<file path="config.mk">
export PLATFORM = sky130hd
export DESIGN_NAME = alu_1_operand_xbar
export DESIGN_NICKNAME = d
export VERILOG_FILES = /design/src/rtl/alu_1_operand_xbar.sv
export SDC_FILE = /design/constraint.sdc
export NUM_CORES = 2
export LEC_CHECK = 0
export CORE_AREA = 2 2 358 360
export DETAILED_ROUTE_END_ITERATION = 8
export DIE_AREA = 0 0 360 362
export GPL_ROUTABILITY_DRIVEN = 0
export PLACE_DENSITY = 0.64
export RECOVER_POWER = 25
export SLEW_MARGIN = 20
export SYNTH_ARGS = -nofsm -noshare
export SYNTH_HDL_FRONTEND = slang
export SYNTH_SLANG_ARGS = --single-unit
</file>
<file path="constraint.sdc">
create_clock -name clk -period 2.1 [get_ports clk]
set_input_delay 0.21 -clock clk [delete_from_list [all_inputs] [get_ports clk]]
set_output_delay 0.21 -clock clk [all_outputs]
set_load 0.01 [all_outputs]
</file>
<file path="src/rtl/alu_1_operand_xbar.sv">
// alu_1_operand_xbar: pairs a PHV with its sub-action (which may arrive in
// different cycles), selects two 48-bit operands from the PHV containers and
// issues the pair to alu_1 with registered outputs.
// Optional feature macro: ALU1_XBAR_IMM_EN -- when defined, opcode[3]=1 selects
// the immediate form (operand_2 = zero-extended imm11); when undefined such
// actions are issued as a NOP with zero operands.
module alu_1_operand_xbar #(
  parameter int STAGE_ID   = 0,
  parameter int ACTION_LEN = 25,
  parameter int DATA_WIDTH = 48,
  parameter int NUM_CONT   = 8
) (
  input  logic                             clk,
  input  logic                             rst,
  input  logic [NUM_CONT*DATA_WIDTH-1:0]   phv_in,
  input  logic                             phv_valid_in,
  input  logic [ACTION_LEN-1:0]            action_in,
  input  logic                             action_valid_in,
  output logic [ACTION_LEN-1:0]            action_out,
  output logic                             action_valid_out,
  output logic [DATA_WIDTH-1:0]            operand_1_out,
  output logic [DATA_WIDTH-1:0]            operand_2_out,
  output logic [NUM_CONT*DATA_WIDTH-1:0]   phv_out,
  output logic                             err_overflow,
  output logic                             err_index
);

  localparam int PHV_W = NUM_CONT * DATA_WIDTH;
  localparam logic [5:0] NUM_CONT_L = 6'(NUM_CONT);

  // The action field layout is fixed, so reject configurations it cannot fit.
  if (STAGE_ID < 0 || ACTION_LEN < 25 || DATA_WIDTH < 11 || NUM_CONT < 1 || NUM_CONT > 32) begin : g_param_check
    $error("alu_1_operand_xbar: unsupported parameter set");
  end

  typedef enum logic [1:0] {
    IDLE     = 2'd0,
    HOLD_PHV = 2'd1,
    HOLD_ACT = 2'd2
  } state_t;

  state_t                  state_r, state_next_s;
  logic [PHV_W-1:0]        phv_hold_r;
  logic [ACTION_LEN-1:0]   act_hold_r;

  logic                    issue_s, latch_phv_s, latch_act_s, overflow_s;
  logic [PHV_W-1:0]        issue_phv_s;
  logic [ACTION_LEN-1:0]   issue_act_s;

  logic [3:0]              opc_s;
  logic [10:0]             imm_s;
  logic [4:0]              src1_s, src2_s;
  logic                    src1_ok_s, src2_ok_s;
  logic [DATA_WIDTH-1:0]   op1_s, op2_s;
  logic [ACTION_LEN-1:0]   act_fwd_s;
  logic                    idx_err_s;

  // Return container idx of the PHV, or zero when idx is out of range.
  function automatic logic [DATA_WIDTH-1:0] sel_cont(input logic [PHV_W-1:0] phv,
                                                     input logic [4:0] idx);
    sel_cont = '0;
    for (int i = 0; i < NUM_CONT; i++) begin
      if (32'(idx) == i) begin
        sel_cont = phv[i*DATA_WIDTH +: DATA_WIDTH];
      end else begin
        sel_cont = sel_cont;
      end
    end
  endfunction

  // Pairing FSM: decide issue, holding-register loads and overflow drops.
  always_comb begin
    state_next_s = state_r;
    issue_s      = 1'b0;
    latch_phv_s  = 1'b0;
    latch_act_s  = 1'b0;
    overflow_s   = 1'b0;
    issue_phv_s  = phv_in;
    issue_act_s  = action_in;
    case (state_r)
      IDLE: begin
        if (phv_valid_in && action_valid_in) begin
          issue_s = 1'b1;
        end else if (phv_valid_in) begin
          latch_phv_s  = 1'b1;
          state_next_s = HOLD_PHV;
        end else if (action_valid_in) begin
          latch_act_s  = 1'b1;
          state_next_s = HOLD_ACT;
        end else begin
          state_next_s = IDLE;
        end
      end
      HOLD_PHV: begin
        issue_phv_s = phv_hold_r;
        if (action_valid_in) begin
          issue_s      = 1'b1;
          overflow_s   = phv_valid_in;
          state_next_s = IDLE;
        end else if (phv_valid_in) begin
          overflow_s = 1'b1;
        end else begin
          state_next_s = HOLD_PHV;
        end
      end
      HOLD_ACT: begin
        issue_act_s = act_hold_r;
        if (phv_valid_in) begin
          issue_s      = 1'b1;
          overflow_s   = action_valid_in;
          state_next_s = IDLE;
        end else if (action_valid_in) begin
          overflow_s = 1'b1;
        end else begin
          state_next_s = HOLD_ACT;
        end
      end
      default: begin
        state_next_s = IDLE;
      end
    endcase
  end

  assign opc_s     = issue_act_s[24:21];
  assign imm_s     = issue_act_s[20:10];
  assign src1_s    = issue_act_s[9:5];
  assign src2_s    = issue_act_s[4:0];
  assign src1_ok_s = ({1'b0, src1_s} < NUM_CONT_L);
  assign src2_ok_s = ({1'b0, src2_s} < NUM_CONT_L);

  // Operand crossbar and opcode rewrite for the pair being issued.
  always_comb begin
    op1_s     = '0;
    op2_s     = '0;
    act_fwd_s = issue_act_s;
    idx_err_s = 1'b0;
    if (opc_s[3] == 1'b0) begin
      op1_s     = sel_cont(issue_phv_s, src1_s);
      op2_s     = sel_cont(issue_phv_s, src2_s);
      idx_err_s = !src1_ok_s || !src2_ok_s;
    end else begin
`ifdef ALU1_XBAR_IMM_EN
      op1_s         = sel_cont(issue_phv_s, src1_s);
      op2_s         = {{(DATA_WIDTH-11){1'b0}}, imm_s};
      act_fwd_s[24] = 1'b0;
      idx_err_s     = !src1_ok_s;
`else
      // Immediate form unsupported in this build: issue a NOP.
      act_fwd_s = '0;
      op1_s     = '0;
      op2_s     = '0;
      idx_err_s = 1'b0;
`endif
    end
  end

  // State, holding registers, registered outputs and sticky error flags.
  always_ff @(posedge clk) begin
    if (rst) begin
      state_r          <= IDLE;
      phv_hold_r       <= '0;
      act_hold_r       <= '0;
      action_out       <= '0;
      action_valid_out <= 1'b0;
      operand_1_out    <= '0;
      operand_2_out    <= '0;
      phv_out          <= '0;
      err_overflow     <= 1'b0;
      err_index        <= 1'b0;
    end else begin
      state_r          <= state_next_s;
      action_valid_out <= issue_s;
      if (latch_phv_s) phv_hold_r <= phv_in;
      if (latch_act_s) act_hold_r <= action_in;
      if (issue_s) begin
        action_out    <= act_fwd_s;
        operand_1_out <= op1_s;
        operand_2_out <= op2_s;
        phv_out       <= issue_phv_s;
      end
      if (overflow_s) err_overflow <= 1'b1;
      if (issue_s && idx_err_s) err_index <= 1'b1;
    end
  end

endmodule
</file>
==> out/metrics.cfg <==
[floorplanning]
start_util=0.3527
die_y_um=362
pin_count=921
dieArea_um2=130300
row_count=131
core-area_um2=126700
die_w_um=360

[setup_path]
required_ps=2670
crit_path_cell_trace=inv_2, ha_4, buf_6, mux2_4, buf_12, buf_12, mux4_2, a22oi_2, a31oi_1
worst-setup-path-type=register to register
cp_max_fo=5
slowest_stage=a22oi_2
cp-end-kind=register
reg2reg_slack_ps=-540
slowest_delay_ps=490
worstPathArrival_ps=3210
startpoint_type=register
cpMostUsedCell=buf_12

[grt]
antenna_found_initial=62
grt_pass1_wl_mm=336.3
first_global_vias=46120
track_usage=0.3524
grt_max_degree=136
overflow=0

[route]
via_per_inst=5.871
drc=0
ant_nets=0
wirelength_mm=253.5
vias=51100
wire_per_inst_um=29.13
drt_iter0_drc=6372
first_pass_iters=6

[timing]
period_minus_slack_ps=2644
rsz0062_at_grt=true
tns_ps=-216100
final_hold_viol_count=0
fin_crit_sh=1.259
max_freq_mhz=378.3
relSlewSlack=0.3562
whs_ps=74.71
worst_pin_slew_ps=965.7
worst_slack_ps=-543.7
setup_viol=906
fin_skew_ps=30.43
timing.final.max_slew_violations=0

[synth]
synth_edf_count=0
synthCells=5269
synth.top_cells.by_area=dfxtp_1 (41%), nand2_1 (10%), mux2i_1 (9.7%), a211oi_1 (6.6%), mux4_2 (6.4%)
syn_avg_cell_area_um2=8.481
yosys-top-cells-count=nand2_1 (1192), dfxtp_1 (918), a21oi_1 (558)
ys_types=73
async_reset_ff_frac=0
synth_top_area_cell=dfxtp_1
ys_ff_latch=918
synth_ff_type=dfxtp_1
synth_top_area_frac=0.4113
seq_area_frac_synth=0.4113
ys.warnings.count=0
synth_nets=5686
syn_area_um2=44680
synth_most_common_cell=nand2_1

[layout]
nets=7333
regArea_um2=18380
fin_util=0.5703
fill_cells=10930
area_growth_syn_to_layout_pct=61.71
drive_above_1_share=0.2705
multiInputGateArea_um2=26920

[outcome]
outcome=finished, violations left
violations=setup timing

[pwr]
vdd_drop_max_v=0.0006299
leakage_nw=26.63
power_density_nw_per_um2=816.6

[cts]
cts_tree=built
cts_root_buf=clkbuf_16
cts_buffer_depth=3
clk_pin_slew_ps=70
clock_sinks=918
htree_levels=3
clk_latency_ps=720
numCtsBuffers=105

[placed_design]
dp_hpwl_mm=179.1
io_buffers=919

[min_path]
hp-class=input port to register

[flow_run]
maxCapViolations=0

==> state kept, by name, indices dropped and copies added, names as in the netlist <==
register	cells
phv_hold_r	384
phv_out	384
operand_1_out	48
operand_2_out	48
act_hold_r	25
action_out	24
state_r	2
action_valid_out	1
err_index	1
err_overflow	1
==> where the power goes <==
group	internal (W)	switching (W)	total, W
combinational	0.00946	0.0104	0.0199
sequential	0.0190	0.00114	0.0201
clock	0.0108	0.00821	0.0190
==> final timing paths <==
check / startpoint / endpoint / depth (start not counted)
setup / recovery: state_r[0] / operand_2_out[11] / 9
hold / removal: phv_in[278] / phv_hold_r[278] / 3
setup reg to reg: state_r[0] / operand_2_out[11] / 9
hold reg to reg: act_hold_r[16] / act_hold_r[16] / 2
==> metal layers <==
layer | share of wire | vias to the layer above | routed length [um] | GRT usage
met2 | 0.42 | 3354 | 107300 | 0.5164
met3 | 0.12 | 771 | 30060 | 0.1114
met5 | 0.0016 | - | 409 | 0
met4 | 0.063 | 34 | 16090 | 0.1742
met1 | 0.39 | 24620 | 99670 | 0.4660
li1 | - | 22320 | - | -
==> layout make-up <==
type,instances,area share
multi-input cells,3842,0.3725
flip-flops and latches,918,0.2544
clock inverters,54,0.008017
diodes,43,0.001489
clock buffers,136,0.04019
repair buffers,2042,0.2942
inverters,7,0.0003636
well taps,1662,0.02878
==> critical path: cells and delay by family (launching register included) <==
family / cells / cell delay [ps]
AO/OA/AOI/OAI: 2 / 630
buffers and inverters: 4 / 530
multiplexers: 2 / 830
flip-flops: 1 / 320
adder cells (fa/ha/maj): 1 / 180
==> per-stage QoR <==
| step | worst slack (ps) | cell area [um^2] | instances | total power (W) |
|---|---|---|---|---|
| global route | -558.0 | 72240 | 8696 | 0.06076 |
| detailed placement | -648.5 | 62540 | 8269 | 0.03728 |
| finish | -543.7 | 72260 | 8704 | 0.05901 |
| CTS | -444.1 | 68340 | 8532 | 0.05705 |
| floorplan | -60.12 | 45010 | 5269 | 0.02751 |
| global placement | -642.5 | 62540 | 8269 | 0.03708 |
==> cell families after synthesis <==
family | count (synthesis) | synth area share
other | 1 | 0.00008392
AOI/OAI and AO/OA | 1426 | 0.2101
muxes | 575 | 0.1655
adders and majority gates | 4 | 0.001120
buffers and inverters | 514 | 0.05060
and+or+nand+nor | 1831 | 0.1614
DFF | 918 | 0.4113
==> repair_timing <==
item                                   4_1_cts  5_1_grt
hold buffers                                 1        0
gates cloned                                23       44
setup endpoints to repair                  511      826
buffers inserted                            57       93
pin swaps                                   75      147
endpoints found under the hold margin       26        0
gates resized for setup                    259      436
==> placed cells by master (no fill, tap or decap), types with 16 or more instances in the layout <==
| master | count |
|---|---|
| mux2i_1 | 355 |
| buf_16 | 25 |
| mux4_2 | 127 |
| nor2_1 | 461 |
| nand2_2 | 18 |
| clkbuf_16 | 141 |
| clkbuf_1 | 18 |
| a211oi_1 | 349 |
| o21ai_0 | 61 |
| nand3_1 | 53 |
| clkdlybuf4s50_1 | 803 |
| a22oi_1 | 19 |
| nand2_1 | 1164 |
| a22oi_2 | 40 |
| diode_2 | 43 |
| dlygate4sd3_1 | 115 |
| a31o_2 | 17 |
| dfxtp_1 | 916 |
| mux2i_2 | 52 |
| a21oi_1 | 502 |
| a21oi_2 | 45 |
| o32ai_2 | 29 |
| clkinv_2 | 23 |
| o2bb2ai_1 | 22 |
| nor3_1 | 30 |
| buf_4 | 783 |
| clkbuf_8 | 16 |
| buf_8 | 27 |
| a211oi_2 | 45 |
| a32oi_2 | 34 |
| buf_12 | 149 |
| a31oi_1 | 36 |
| mux2i_4 | 30 |
| o21ai_1 | 25 |
| a32oi_1 | 70 |
| buf_6 | 94 |
(Power assumes the default switching activity.)
